<file path="config.mk">
export PLATFORM = sky130hd
export DESIGN_NAME = counter_sequencer
export DESIGN_NICKNAME = d
export VERILOG_FILES = /design/src/rtl/cnt_seq_pkg.sv /design/src/rtl/seq_interval_counter.sv /design/src/rtl/counter_sequencer.sv
export SDC_FILE = /design/constraint.sdc
export NUM_CORES = 1
export LEC_CHECK = 0
export CAP_MARGIN = 40
export CORE_MARGIN = 2
export CORE_UTILIZATION = 30
export DETAILED_ROUTE_END_ITERATION = 10
export GPL_ROUTABILITY_DRIVEN = 0
export GPL_TIMING_DRIVEN = 0
export PLACE_DENSITY = 0.53
export SLEW_MARGIN = 20
export SYNTH_ARGS = -nofsm -noshare
export SYNTH_HDL_FRONTEND = slang
export SYNTH_HIERARCHICAL = 1
export SYNTH_SLANG_ARGS = --single-unit
</file>
<file path="constraint.sdc">
create_clock -name clk -period 2.8 [get_ports clk]
set_clock_uncertainty 0.2 [all_clocks]
set_input_delay 0.56 -clock clk [delete_from_list [all_inputs] [get_ports clk]]
set_output_delay 0.56 -clock clk [all_outputs]
set_load 0.005 [all_outputs]
</file>
<file path="src/rtl/cnt_seq_pkg.sv">
// Shared types for the counter sequencer: FSM states and counting modes.
package cnt_seq_pkg;

    typedef enum logic [1:0] {
        IDLE = 2'd0,
        RUN  = 2'd1,
        HOLD = 2'd2,
        DONE = 2'd3
    } cnt_seq_state_e;

    typedef enum logic {
        ONE_SHOT = 1'b0,
        PERIODIC = 1'b1
    } cnt_seq_mode_e;

endpackage

</file>
<file path="src/rtl/seq_interval_counter.sv">
// Count register for the sequencer. A synchronous zero takes precedence
// over increment. The enclosing FSM owns all compare and wrap decisions.
module seq_interval_counter #(
    parameter int WIDTH = 8
) (
    input  logic             clk,
    input  logic             clear,
    input  logic             sync_zero,
    input  logic             en,
    output logic [WIDTH-1:0] value
);

    logic [WIDTH-1:0] value_q;
    logic [WIDTH-1:0] value_d;

    // Next value: zero wins over increment; otherwise hold.
    always_comb begin
        value_d = value_q;
        if (sync_zero) begin
            value_d = '0;
        end else if (en) begin
            value_d = value_q + WIDTH'(1);
        end
    end

    // Count register with asynchronous clear.
    always_ff @(posedge clk or posedge clear) begin
        if (clear) begin
            value_q <= '0;
        end else begin
            value_q <= value_d;
        end
    end

    assign value = value_q;

endmodule

</file>
<file path="src/rtl/counter_sequencer.sv">
// Configurable counting sequencer: IDLE/RUN/HOLD/DONE FSM driving a
// 0..limit counter in one-shot or periodic mode, with a one-cycle tick
// after every terminal advance.
//
// Optional build macro CNT_SEQ_PRESCALE_EN adds the cfg_prescale input;
// RUN advances then occur once every cfg_prescale+1 clocks. Without it the
// prescale value is a constant zero, so the prescaler logic collapses and
// every RUN cycle advances.
//
// Config handshake: a transfer occurs on a cycle where cfg_valid and
// cfg_ready are both high. cfg_ready is high only in IDLE or DONE and is
// withheld while stop is asserted, because stop outranks configuration.
module counter_sequencer
    import cnt_seq_pkg::*;
#(
    parameter int WIDTH     = 8,
    parameter int PRE_WIDTH = 4
) (
    input  logic                 clk,
    input  logic                 clear,
    input  logic                 cfg_valid,
    output logic                 cfg_ready,
    input  logic [WIDTH-1:0]     cfg_limit,
    input  logic                 cfg_mode,
`ifdef CNT_SEQ_PRESCALE_EN
    input  logic [PRE_WIDTH-1:0] cfg_prescale,
`endif
    input  logic                 start,
    input  logic                 stop,
    input  logic                 pause,
    output logic [WIDTH-1:0]     count,
    output logic                 tick,
    output logic                 busy,
    output logic                 done,
    output cnt_seq_state_e       dbg_state
);

    cnt_seq_state_e        state_q, state_d;
    cnt_seq_mode_e         mode_q, mode_d;
    logic [WIDTH-1:0]      limit_q, limit_d;
    logic [PRE_WIDTH-1:0]  prescale_q, prescale_d;
    logic [PRE_WIDTH-1:0]  pre_q, pre_d;
    logic                  tick_q, tick_d;
    logic                  cnt_zero;
    logic                  cnt_en;
    logic                  cfg_hs;
    logic                  presc_hit;
    logic [WIDTH-1:0]      count_w;

    seq_interval_counter #(
        .WIDTH (WIDTH)
    ) u_counter (
        .clk       (clk),
        .clear     (clear),
        .sync_zero (cnt_zero),
        .en        (cnt_en),
        .value     (count_w)
    );

    assign cfg_ready = ((state_q == IDLE) || (state_q == DONE)) && !stop;
    assign cfg_hs    = cfg_valid && cfg_ready;
    assign presc_hit = (pre_q == prescale_q);

    // Next state and counter controls, evaluated in priority order:
    // stop, config handshake, start, pause, advance.
    always_comb begin
        state_d    = state_q;
        mode_d     = mode_q;
        limit_d    = limit_q;
        prescale_d = prescale_q;
        pre_d      = pre_q;
        tick_d     = 1'b0;
        cnt_zero   = 1'b0;
        cnt_en     = 1'b0;

        if (stop) begin
            state_d  = IDLE;
            cnt_zero = 1'b1;
            pre_d    = '0;
        end else if (cfg_hs) begin
            limit_d  = cfg_limit;
            mode_d   = cnt_seq_mode_e'(cfg_mode);
`ifdef CNT_SEQ_PRESCALE_EN
            prescale_d = cfg_prescale;
`endif
            state_d  = IDLE;
            cnt_zero = 1'b1;
            pre_d    = '0;
        end else if (start && (limit_q != '0) &&
                     ((state_q == IDLE) || (state_q == DONE))) begin
            state_d  = RUN;
            cnt_zero = 1'b1;
            pre_d    = '0;
        end else if ((state_q == RUN) && pause) begin
            // Counter and prescaler simply hold while in HOLD.
            state_d = HOLD;
        end else if (state_q == HOLD) begin
            if (!pause) begin
                state_d = RUN;
            end
        end else if (state_q == RUN) begin
            if (!presc_hit) begin
                pre_d = pre_q + PRE_WIDTH'(1);
            end else begin
                pre_d = '0;
                if (count_w < limit_q) begin
                    cnt_en = 1'b1;
                end else begin
                    // Terminal advance: count never exceeds limit_q.
                    tick_d = 1'b1;
                    if (mode_q == PERIODIC) begin
                        cnt_zero = 1'b1;
                    end else begin
                        state_d = DONE;
                    end
                end
            end
        end
    end

    // FSM, configuration and tick registers with asynchronous clear.
    always_ff @(posedge clk or posedge clear) begin
        if (clear) begin
            state_q    <= IDLE;
            mode_q     <= ONE_SHOT;
            limit_q    <= '0;
            prescale_q <= '0;
            pre_q      <= '0;
            tick_q     <= 1'b0;
        end else begin
            state_q    <= state_d;
            mode_q     <= mode_d;
            limit_q    <= limit_d;
            prescale_q <= prescale_d;
            pre_q      <= pre_d;
            tick_q     <= tick_d;
        end
    end

    assign count     = count_w;
    assign tick      = tick_q;
    assign busy      = (state_q == RUN) || (state_q == HOLD);
    assign done      = (state_q == DONE);
    assign dbg_state = state_q;

endmodule

</file>
### After elaboration in Yosys (flattened, before gate mapping)

Cells that the tools add are included.

| word-level totals | value |
|---|---|
| word-level logic and storage cells | 80 |
| register bits after elaboration | 24 |
| output and inout bits | 14 |
| bits of input ports | 15 |

| cells by class | value |
|---|---|
| bitwise gates (word level) | 1 |
| reduce and logical (&&, ||, !) cells | 18 |
| muxes and demuxes | 44 |
| $lt $le $gt $ge | 1 |
| equal/unequal tests | 8 |
| $add $sub $neg | 2 |

Operator list:

| operator | count |
|---|---|
| 4-bit two-way mux | 7 |
| 1-bit two-way mux | 25 |
| 2-bit two-way mux | 10 |
| 8-bit two-way mux | 2 |
| 6-bit != test (second input constant) | 2 |
| 6-bit nonzero test | 2 |
| 8-bit by 1-bit adder with 8-bit output (second input constant) | 1 |
| 8-bit less-than comparator | 1 |
| 4-bit != test (second input constant) | 2 |
| 8-bit nonzero test | 1 |
| 6-bit by 2-bit != test with 1-bit output (second input constant) | 1 |
| 1-bit logical AND | 5 |
| 5-bit AND reduction | 1 |
| 4-bit by 1-bit adder with 4-bit output (second input constant) | 1 |
| 2-bit == test (second input constant) | 2 |
| 4-bit logical NOT | 1 |
| 4-bit nonzero test | 1 |
| 3-bit AND reduction | 1 |
| 2-bit by 1-bit == test with 1-bit output (second input constant) | 1 |
| 2-bit logical NOT | 1 |
| 1-bit logical OR | 2 |
| 2-bit AND reduction | 1 |
| 2-bit nonzero test | 1 |
| 1-bit logical NOT | 1 |
| 1-bit inverter | 1 |

### Logic depth before layout (Yosys ltp)

Gate-level depths: netlist (run 1).

| logic depth | value |
|---|---|
| depth in word-level cells | 11 |
| mapped depth | 10 |
| mapped depth without buffers | 9 |

### Cells and area by module

The synthesis (run 1) kept the hierarchy.

Modules (own cells, without submodules):

| module | cells an instance | area each (µm²) | times used |
|---|---|---|---|
| counter_sequencer | 112 | 1118.6 | 1 |
| seq_interval_counter | 38 | 400.4 | 1 |

### Worst setup path after synthesis (run 1)

Ideal clock, no wire load.

| timing path | value |
|---|---|
| path type | register to register |
| start | reg pre_q[0] |
| end | reg u_counter.value_q[5], in the netlist u_counter/value[5] |
| stages on the path, launching flop included | 11 |
| data arrival time | 2.367 ns |
| required time | 2.523 ns |
| buffers on the path | 1 |
| path slack | 0.155 ns |
| library setup time | 0.077 ns |
| cell sequence | dfrtp_1 inv_1 ha_1 or3b_2 or3_1 inv_1 a31o_2 buf_4 o2111ai_4 or3_1 a21oi_1 |

| on the way | value |
|---|---|
| word-level cells in the longest chain between the ends | 9 |
| elaborated cells between the ends (all ways) | 17 |
| classes of those cells | 15 x mux; 2 x reduce/logical |

RTL lines:

| what | RTL line | text |
|---|---|---|
| start: declaration | counter_sequencer.sv:42 | `logic [PRE_WIDTH-1:0] pre_q, pre_d;` |
| start signal: assignment | counter_sequencer.sv:135 | `pre_q <= pre_d;` |
| 4-bit logical NOT * | counter_sequencer.sv:62 | `assign presc_hit = (pre_q == prescale_q);` |
| 1-bit two-way mux * | counter_sequencer.sv:102 | `if (!presc_hit) begin` |
| 1-bit two-way mux * | counter_sequencer.sv:101 | `end else if (state_q == RUN) begin` |
| 1-bit two-way mux * | counter_sequencer.sv:97 | `end else if (state_q == HOLD) begin` |
| 1-bit two-way mux * | counter_sequencer.sv:94 | `end else if ((state_q == RUN) && pause) begin` |
| 1-bit two-way mux * | counter_sequencer.sv:89 | `end else if (start && (limit_q != '0) &&` |
| 1-bit two-way mux * | counter_sequencer.sv:80 | `end else if (cfg_hs) begin` |
| 1-bit two-way mux * | counter_sequencer.sv:76 | `if (stop) begin` |
| net cnt_zero | counter_sequencer.sv:44 | `logic cnt_zero;` |
| 8-bit two-way mux / 2-bit nonzero test (equally long branches) | - |  |
| end signal: assignment | seq_interval_counter.sv:31 | `value_q <= value_d;` |
| end: declaration | seq_interval_counter.sv:13 | `logic [WIDTH-1:0] value_q;` |

The timed path passes the listed nets; every way through them passes the cells marked *.
A chain may end at the register's enable or synchronous reset.

### Worst setup path in the final report (run 1)

| timing path | value |
|---|---|
| start | reg limit_q[3] |
| end | reg u_counter.value_q[5], in the netlist u_counter/value[5] |

| on the way | value |
|---|---|
| word-level cells in the longest chain between the ends | 10 |
| elaborated cells between the ends (all ways) | 22 |
| classes of those cells | 1 x order compare; 17 x mux; 4 x reduce/logical |

RTL lines:

| what | RTL line | text |
|---|---|---|
| start: declaration | counter_sequencer.sv:40 | `logic [WIDTH-1:0] limit_q, limit_d;` |
| start signal: assignment | counter_sequencer.sv:133 | `limit_q <= limit_d;` |
| 8-bit less-than comparator | counter_sequencer.sv:106 | `if (count_w < limit_q) begin` |
| 1-bit two-way mux | counter_sequencer.sv:106 |  |
| 1-bit two-way mux | counter_sequencer.sv:102 |  |
| 1-bit two-way mux | counter_sequencer.sv:101 |  |
| 1-bit two-way mux | counter_sequencer.sv:97 |  |
| 1-bit two-way mux | counter_sequencer.sv:94 |  |
| 1-bit two-way mux * | counter_sequencer.sv:89 |  |
| 1-bit two-way mux * | counter_sequencer.sv:80 |  |
| 1-bit two-way mux * | counter_sequencer.sv:76 |  |
| net cnt_en | counter_sequencer.sv:45 | `logic cnt_en;` |
| 2-bit nonzero test (no line) * | - |  |

Marks and branches as above.

==> results of run 1 <==
[synthesized netlist by cell type (3+ instances only)]
cell / instances
o21ai_0: 6
nand4_1: 3
mux2_2: 9
inv_1: 16
nand2b_1: 4
nor2_1: 13
or3_1: 4
xor2_1: 3
nand3_1: 5
a21oi_1: 8
nand2_1: 5
dfrtp_1: 24
ha_1: 14
a211o_1: 3
[worst max-delay path by stage]
stage,startpoint,to,slack (ns),depth (start not counted)
6_report,limit_q[3],u_counter/value[5],0.12,8
3_5_place_dp,pause,u_counter/value[5],-0.35,9
2_1_floorplan,pre_q[0],u_counter/value[5],0.16,10
3_3_place_gp,pause,u_counter/value[5],-0.33,8
5_1_grt,pre_q[0],u_counter/value[5],-0.001,10
4_1_cts,limit_q[3],u_counter/value[5],0.02,8
[cell usage in the layout (no fill, tap or decap), drive strengths merged, types with 2 or more instances in the layout]
| cell type | count |
|---|---|
| inv | 16 |
| buf | 4 |
| o21a | 2 |
| o2111ai | 2 |
| nand3 | 5 |
| ha | 14 |
| a211o | 3 |
| nand2b | 4 |
| nand4 | 3 |
| dfrtp | 24 |
| or4 | 2 |
| mux2 | 9 |
| xor2 | 3 |
| a211oi | 2 |
| o21bai | 2 |
| nor3 | 2 |
| clkbuf | 3 |
| a22o | 2 |
| o211ai | 2 |
| nor2 | 13 |
| or3 | 4 |
| o21ai | 7 |
| and2 | 2 |
| clkdlybuf4s50 | 27 |
| a21oi | 8 |
| nand2 | 6 |
[what timing repair did]
item                                    CTS  global route
gates resized for setup                   7             4
endpoints found under the setup margin    3             3
cloned                                    0             0
pin swaps                                 0             2
buffers inserted                          2             0
[metal layers]
layer | share of wire | up-vias | global-route usage
li1 | - | 605 | -
met5 | 0 | - | 0
met3 | 0.047 | 8 | 0.0241
met4 | 0.011 | 0 | 0.0331
met1 | 0.48 | 601 | 0.174
met2 | 0.46 | 33 | 0.215
[power by group]
group	switching [mW]	internal, mW
combinational	0.105	0.112
sequential	0.0319	0.382
clock	0.106	0.0961
[critical path, cell delays in order (launching register included)]
cell,delay [ns]
dfrtp_1,0.40
or4_4,0.55
o211ai_4,0.28
nand2_4,0.13
nor3_2,0.21
buf_4,0.18
o2111ai_4,0.15
or3_1,0.35
a21oi_1,0.15
[registers in the layout, indices dropped and copies added, names as in the netlist]
signal           cells
tick                 1
limit_q              8
mode_q               1
dbg_state            2
u_counter/value      8
pre_q                4
[stage by stage]
stage | util | hold WS, ns | std cells
floorplan | - | 0.176 | 150
global placement | 0.391 | 0.324 | 245
detailed placement | 0.391 | 0.328 | 245
CTS | 0.408 | 0.346 | 250
global route | 0.411 | 0.376 | 250
finish | 0.411 | 0.336 | 250
[logic make-up (layout without fill, tap and decap cells)]
group	Yosys count	after routing
AO/OA/AOI/OAI	34	34
buffers and inverters	18	51
AND/OR/NAND/NOR	46	46
multiplexers	10	10
adder cells (fa/ha/maj)	14	14
XOR/XNOR	4	4
flip-flops	24	24
[final cells by class]
type / count / area share
plain buffers: 2 / 0.00948
clock buffers: 3 / 0.0209
inverters: 16 / 0.0303
multi-input cells: 108 / 0.444
flip-flops and latches: 24 / 0.304
well taps: 67 / 0.0424
repair buffers: 30 / 0.149
==> qor.txt, run 1 <==
Seq cells post-synth -> 24
Achievable Freq -> 0.373 GHz
Final Cycle Share -> 0.956
Worst Tran Pin Value -> 0.691 ns
xor and xnor area share after synthesis -> 0.0231
run status -> finished clean
reg2reg path depth -> 8
Die Area -> 5650 µm²
first-pass GRT wire length -> 5620 µm
Sink Count -> 24
DR vias/cell -> 4.99
hold endpoint -> limit_q[6]
Overall Global Routing Usage -> 0.129
worst hold path depth -> 1
core area -> 4820 µm²
fillers -> 487
Fin. Hold Viols -> 0
Synth Instances -> 150
total placed instance area -> 1880 µm²
Setup TNS -> 0 ns
Warnings, synthesis -> 6
via count -> 1247
mux contribution to synthesized area -> 0.0733
number of max-cap violations -> 0
Seq/Total Area, Yosys -> 0.395
DR iter-0 viols -> 59
htree depth -> 1
post-synthesis adder-cell area fraction -> 0.115
layout cell share with drive strength beyond 1 -> 0.164
leakage -> 0.866 nW
mean post-synth cell area -> 10.1 µm²
Final WS setup -> 0.122 ns
root buffer cell -> clkbuf_8
cts bufs inserted -> 3
asr flop ratio synth -> 1.00
Setup WS pre-CTS -> -0.351 ns
final setup violation count -> 0
share of the synthesized area in the top cell type -> 0.395
synthesized net count -> 179
Hold Crit Start -> limit_q[6]
drt drc -> 0
# rows -> 25
Cell Area, Synth -> 1520 µm²
CP required -> 2.79 ns
post-synth cell types -> 39
power density of the placed cells -> 421 nW/µm²
Routed Antenna Nets -> 0
Crit. End Element -> flop
vias in the first global route -> 1226
Synth Area in Simple Gates -> 0.169
Final Cell Area -> 1980 µm²
VDD IR-drop max -> 0.000277 V
register clock-pin slew on the reported worst setup and hold paths -> 0.08 ns
FF-to-FF setup slack -> 0.12 ns
ys flop type -> dfrtp_1
Die Span Y -> 75.2 µm
CP max FO -> 9
Starting Density -> 0.315
Worst R2R Start -> limit_q[3]
WS Path Type -> reg2reg
HPWL after DPL -> 2620 µm
n_diodes -> 0
HP Class -> reg2reg
remaining global-route overflow -> 0
Clock Path Buffers -> 2
endpoint of the worst-slack reg-to-reg timing path -> u_counter/value[5]
Post-synth EDFFs -> 0
Die Wd -> 75.2 µm
Area Overhead vs Synth -> 30.3%
pin count of the biggest net entering global routing -> 17
Synth area leader -> dfrtp_1
TritonCTS clock tree -> built
Slew HR -> 0.527
nets -> 214
drt pass-1 iters -> 4
total routed wirelength -> 3350 µm
WP data arrival -> 2.67 ns
Clk Latency, worst-skew pair -> 0.26 ns
initial antenna violation count -> 0
Final min period -> 2.68 ns
per-cell routed wire length -> 13.4 µm
Power Total -> 0.833 mW
area of the multi-input gates -> 880 µm²
count of hold-fix buffers inserted at cts -> 0
largest family of logic cells by synthesized area -> compound AO/OA/AOI/OAI gates
RSZ-0062 raised after global routing -> yes
complex-gate fraction of the synthesized area -> 0.175
area taken by flip-flops and latches -> 602 µm²
Buffers on Ports -> 28
largest cells by area after synthesis -> dfrtp_1 40%, ha_1 12%, mux2_2 6.7%
Top Ports -> 29
max-slew violation count -> 0
Setup crit start kind -> flop
Power figures use the tool's default switching activity.
==> run 2: changes to the inputs <==
--- a/config.mk
+++ b/config.mk
@@ -10,7 +10,6 @@
 export CORE_UTILIZATION = 30
 export DETAILED_ROUTE_END_ITERATION = 10
 export GPL_ROUTABILITY_DRIVEN = 0
-export GPL_TIMING_DRIVEN = 0
 export PLACE_DENSITY = 0.53
 export SLEW_MARGIN = 20
 export SYNTH_ARGS = -nofsm -noshare
==> run 2 against run 1 <==
Routed wire length grew 1.7%. Cell area grew 2.7%. Combinational power is essentially flat. Clock-buffer cell count grew 1. Global-route usage grew 0.48 points. Largest power group unchanged. Total power grew 4.8%. Largest cell class unchanged.
==> qor.txt, run 2 (synthesis gave the netlist of run 1 again) <==
Die Area -> 5650 µm² (unchanged)
Clock Path Buffers -> 2 (unchanged)
Clk Latency, worst-skew pair -> 0.27 ns (about the same)
final core occ -> 0.422 (+0.0109)
WS Path Type -> reg2out
Setup TNS -> 0 ns (unchanged)
Area Overhead vs Synth -> 33.8%
total routed wirelength -> 3400 µm (+1.7%)
pin count of the biggest net entering global routing -> 17 (unchanged)
final setup violation count -> 0 (unchanged)
Fin. Hold Viols -> 0 (unchanged)
Slew HR -> 0.577 (+0.0498)
VDD IR-drop max -> 0.000243 V (-12%)
WP data arrival -> 1.90 ns (-0.77 ns)
CP required -> 2.04 ns (-0.75 ns)
Buffers on Ports -> 28 (unchanged)
CP max FO -> 6 (-3)
Clk pwr share -> 0.278 (+0.036)
root buffer cell -> clkbuf_8
core area -> 4820 µm² (unchanged)
initial antenna violation count -> 0 (unchanged)
cts bufs inserted -> 3 (unchanged)
nets -> 223 (+4.2%)
register clock-pin slew on the reported worst setup and hold paths -> 0.09 ns (about the same)
leakage -> 0.907 nW (+4.7%)
reg2reg path depth -> 9 (+1)
Routed Antenna Nets -> 0 (unchanged)
Net Sw Frac -> 0.284 (-0.00735)
Gate power share -> 0.248 (-0.013)
vias in the first global route -> 1211 (-1.2%)
Int Pwr -> 0.626 mW (+5.9%)
count of hold-fix buffers inserted at cts -> 0 (unchanged)
number of max-cap violations -> 0 (unchanged)
HPWL after DPL -> 2740 µm (+4.9%)
RSZ-0062 raised after global routing -> no
Worst Tran Pin Value -> 0.633 ns (-0.0575 ns)
layout cell share with drive strength beyond 1 -> 0.192 (+0.0278)
via count -> 1214 (-2.6%)
Starting Density -> 0.315 (unchanged)
Final Cycle Share -> 0.950 (-0.00641)
worst hold path depth -> 1 (unchanged)
htree depth -> 1 (unchanged)
most frequent cells in the layout -> 28 x clkdlybuf4s50_1, 23 x dfrtp_1, 16 x inv_1
drt pass-1 iters -> 4 (unchanged)
DR vias/cell -> 4.67 (-6.4%)
HP Class -> reg2reg
net load switching power -> 0.248 mW (+2.2%)
remaining global-route overflow -> 0 (unchanged)
first-pass GRT wire length -> 5710 µm (+1.6%)
TritonCTS clock tree -> built
max-slew violation count -> 0 (unchanged)
n_diodes -> 0 (unchanged)
Die Span Y -> 75.2 µm (unchanged)
DR iter-0 viols -> 62 (+5.1%)
Setup crit start kind -> flop
Top Ports -> 29 (unchanged)
per-cell routed wire length -> 13.1 µm (-2.2%)
Die Wd -> 75.2 µm (unchanged)
Overall Global Routing Usage -> 0.134 (+0.00480)
Sink Count -> 24 (unchanged)
Crit. End Element -> output pin
Achievable Freq -> 0.376 GHz (+0.67%)
sequential power share -> 0.474 (-0.023)
power density of the placed cells -> 430 nW/µm² (+2.1%)
run status -> finished clean
commonest non-fill, non-tap cell in the layout -> clkdlybuf4s50_1
drt drc -> 0 (unchanged)
Final min period -> 2.66 ns (-0.0180 ns)
# rows -> 25 (unchanged)
run 2: changes by cell type in the layout (fill, tap and decap cells not counted), sizes merged:
cell,delta
dlygate4sd2,-1
clkbuf,+1
buf,+9
clkdlybuf4s50,+1
run 2: path summary, 6_finish.rpt:
path	end	from	slack, ns
max in group asynchronous	dbg_state[0]	clear	1.45
min in group asynchronous	u_counter/value[1]	clear	0.36
setup / recovery	cfg_ready	dbg_state[0]	0.14
hold reg to reg	limit_q[6]	limit_q[6]	0.35
hold / removal	limit_q[6]	limit_q[6]	0.35
setup reg to reg	u_counter/value[7]	pre_q[0]	0.19
run 2: critical path, stage by stage (launching register included):
cell	delay, ns
dfrtp_2	0.42
inv_1	0.09
ha_2	0.39
inv_1	0.07
nor2_1	0.14
clkdlybuf4s50_1	0.52
run 2: per-layer routing:
metal,global-route usage,part of all wire,vias to the layer above
met5,0,0,-
met4,0.0351,0.011,0
met3,0.0201,0.041,5
met2,0.215,0.46,34
met1,0.190,0.49,553
li1,-,-,622
run 2: final cells by class:
type                       count  area, µm²
fill                         496       2790
multi-input combinational    108        853
sequential                    24        602
timing repair buffer          41        378
tap                           67       83.8
inverter                      16       60.1
clock buffer                   4       55.1
run 2: what timing repair did:
action | in CTS | in global routing
setup endpoints to repair | 0 | 3
buffers inserted | 0 | 1
resized for setup | 0 | 4
run 2: power groups by stage:
| stage | combinational (mW) | sequential (mW) | clock [mW] |
|---|---|---|---|
| after floorplan | 0.142 | 0.410 | 0 |
| after global placement | 0.212 | 0.420 | 0 |
| after detailed placement | 0.216 | 0.422 | 0 |
| after CTS | 0.219 | 0.414 | 0.249 |
| after global routing | 0.245 | 0.421 | 0.264 |
| final | 0.217 | 0.414 | 0.243 |
run 2: metrics by stage:
step	worst slack (ns)	hold slack, ns	area, µm²	instances	power [mW]
4_1_cts	0.0583	0.353	2010	259	0.882
3_3_place_gp	0.0625	0.324	1960	255	0.632
2_1_floorplan	0.155	0.176	1520	150	0.552
5_1_grt	0.0268	0.381	2030	260	0.930
6_report	0.140	0.349	2030	260	0.873
3_5_place_dp	0.0217	0.333	1960	255	0.637
==> run 3: changes to the inputs <==
--- a/config.mk
+++ b/config.mk
@@ -7,10 +7,10 @@
 export LEC_CHECK = 0
 export CAP_MARGIN = 40
 export CORE_MARGIN = 2
-export CORE_UTILIZATION = 30
+export CORE_UTILIZATION = 44
 export DETAILED_ROUTE_END_ITERATION = 10
 export GPL_ROUTABILITY_DRIVEN = 0
-export PLACE_DENSITY = 0.53
+export PLACE_DENSITY = 0.72
 export SLEW_MARGIN = 20
 export SYNTH_ARGS = -nofsm -noshare
 export SYNTH_HDL_FRONTEND = slang
==> run 3 against run 2 <==
Flip-flop and latch count is the same. Sequential share of layout area increased by 0.26 points. Critical path depth grew 4. Critical endpoint is now u_counter/value[5]. Cell area fell by 0.68%. Clock-buffer cell count fell by 1. Fmax about the same. Via count grew 5.3%. Die area fell by 30%. Final cell count shrank 8.1%. First-iteration DRC count shrank 27%. Highest routed layer unchanged. Combinational power is 6% higher.
==> qor.txt, run 3 (synthesis gave the netlist of run 1 again) <==
drt pass-1 iters -> 4 (unchanged)
delay-heaviest family, CP -> compound AO/OA/AOI/OAI gates
Clock Path Buffers -> 2 (unchanged)
Top Ports -> 29 (unchanged)
remaining global-route overflow -> 0 (unchanged)
Area Overhead vs Synth -> 32.9%
final setup violation count -> 0 (unchanged)
DR iter-0 viols -> 45 (-27%)
via count -> 1278 (+5.3%)
core area -> 3340 µm² (-31%)
final core occ -> 0.605 (+0.183)
WP data arrival -> 2.70 ns (+0.80 ns)
Final min period -> 2.66 ns (-0.00164 ns)
power density of the placed cells -> 394 nW/µm² (-8.3%)
Worst R2R Start -> u_counter/value[5]
CP max-delay cell -> dfrtp_2
vias in the first global route -> 1245 (+2.8%)
Critical path origin -> u_counter/value[5]
per-cell routed wire length -> 14.1 µm (+7.9%)
VDD IR-drop max -> 0.000290 V (+19%)
root buffer cell -> clkbuf_4
Sink Count -> 24 (unchanged)
most frequent cells in the layout -> 28 x clkdlybuf4s50_1, 22 x dfrtp_1, 16 x inv_1, 14 x buf_4, 13 x nor2_1
Fin. Hold Viols -> 0 (unchanged)
Final Cell Area -> 2020 µm² (-0.68%)
Routed Antenna Nets -> 0 (unchanged)
Final Cycle Share -> 0.949 (about the same)
Setup TNS -> 0 ns (unchanged)
nets -> 224 (+0.45%)
Buffers on Ports -> 28 (unchanged)
crit-path max cell delay -> 0.48 ns (-0.04 ns)
Achievable Freq -> 0.376 GHz (about the same)
Starting Density -> 0.455 (+0.140)
Overall Global Routing Usage -> 0.173 (+0.0387)
Setup crit start kind -> flop
first-pass GRT wire length -> 5510 µm (-3.5%)
commonest non-fill, non-tap cell in the layout -> clkdlybuf4s50_1
count of hold-fix buffers inserted at cts -> 0 (unchanged)
HPWL after DPL -> 2590 µm (-5.5%)
HP Class -> in2async
DR vias/cell -> 5.35 (+15%)
initial antenna violation count -> 0 (unchanged)
Slew HR -> 0.582 (+0.00438)
Die Wd -> 62.8 µm (-16%)
total routed wirelength -> 3380 µm (-0.79%)
register clock-pin slew on the reported worst setup and hold paths -> 0.13 ns (+0.04 ns)
n_diodes -> 0 (unchanged)
Worst Tran Pin Value -> 0.627 ns (-0.00656 ns)
leakage -> 0.903 nW (-0.51%)
Die Area -> 3940 µm² (-30%)
drt drc -> 0 (unchanged)
number of max-cap violations -> 0 (unchanged)
Cell Chain, Critical Path -> ha_4, a211oi_2, o21bai_1, o21bai_2, nor3_2, buf_4, o2111ai_4, or3_1, a21oi_1
total placed instance area -> 1900 µm² (-2.9%)
Power Total -> 0.796 mW (-8.9%)
CP max FO -> 5 (-1)
max-slew violation count -> 0 (unchanged)
WS Path Type -> reg2reg
cts bufs inserted -> 3 (unchanged)
# rows -> 21 (-16%)
pin count of the biggest net entering global routing -> 17 (unchanged)
run status -> finished clean
RSZ-0062 raised after global routing -> no
fillers -> 297 (-40%)
Die Span Y -> 62.8 µm (-16%)
TritonCTS clock tree -> built
Clk Latency, worst-skew pair -> 0.31 ns (+0.04 ns)
CP required -> 2.84 ns (+0.80 ns)
Crit. End Element -> flop
htree depth -> 1 (unchanged)
layout cell share with drive strength beyond 1 -> 0.218 (+0.0259)
Critical path buffers and inverters -> 1 (-2)
-- run 3: cell types whose count changed in the layout (fill, tap and decap cells not counted), sizes merged --
cell,before,now
clkbuf,4,3
buf,13,14
-- run 3: metal layers --
layer / GRT usage / share of wire
met5: 0 / 0
met4: 0.0333 / 0.0039
met2: 0.308 / 0.51
met1: 0.217 / 0.43
met3: 0.0360 / 0.050
-- run 3: layout make-up --
cell class	count	area [µm²]	share of cell area
multi-input combinational	108	890	0.441
sequential	24	603	0.299
timing repair buffer	42	385	0.191
inverter	16	60.1	0.0298
tap	46	57.6	0.0285
clock buffer	3	22.5	0.0112
-- run 3: where the power goes --
| group | switching (mW) | internal (mW) | total, mW |
|---|---|---|---|
| clock | 0.101 | 0.0502 | 0.151 |
| sequential | 0.0311 | 0.382 | 0.413 |
| combinational | 0.107 | 0.124 | 0.231 |
| total | 0.239 | 0.556 | 0.796 |
-- run 3: repair_timing --
action                                  4_1_cts  5_1_grt
endpoints found under the setup margin        0        5
resized for setup                             0       10
buffers inserted                              0        6
-- run 3: worst paths after layout --
path                       cells past startpoint                  to  slack, ns
max reg2reg                                    9  u_counter/value[5]       0.14
min in group clk                               1          limit_q[7]       0.35
min                                            2  u_counter/value[4]       0.30
max                                            9  u_counter/value[5]       0.14
min reg2reg                                    1          limit_q[7]       0.35
max in group asynchronous                      2        dbg_state[0]       1.52
-- run 3: per-stage QoR --
step,worst slack [ns],cells,hold slack (ns)
floorplan,0.155,150,0.176
global placement,0.0706,230,0.325
detailed placement,0.00501,230,0.332
CTS,0.0113,233,0.305
global route,0.0139,239,0.335
finish,0.142,239,0.303
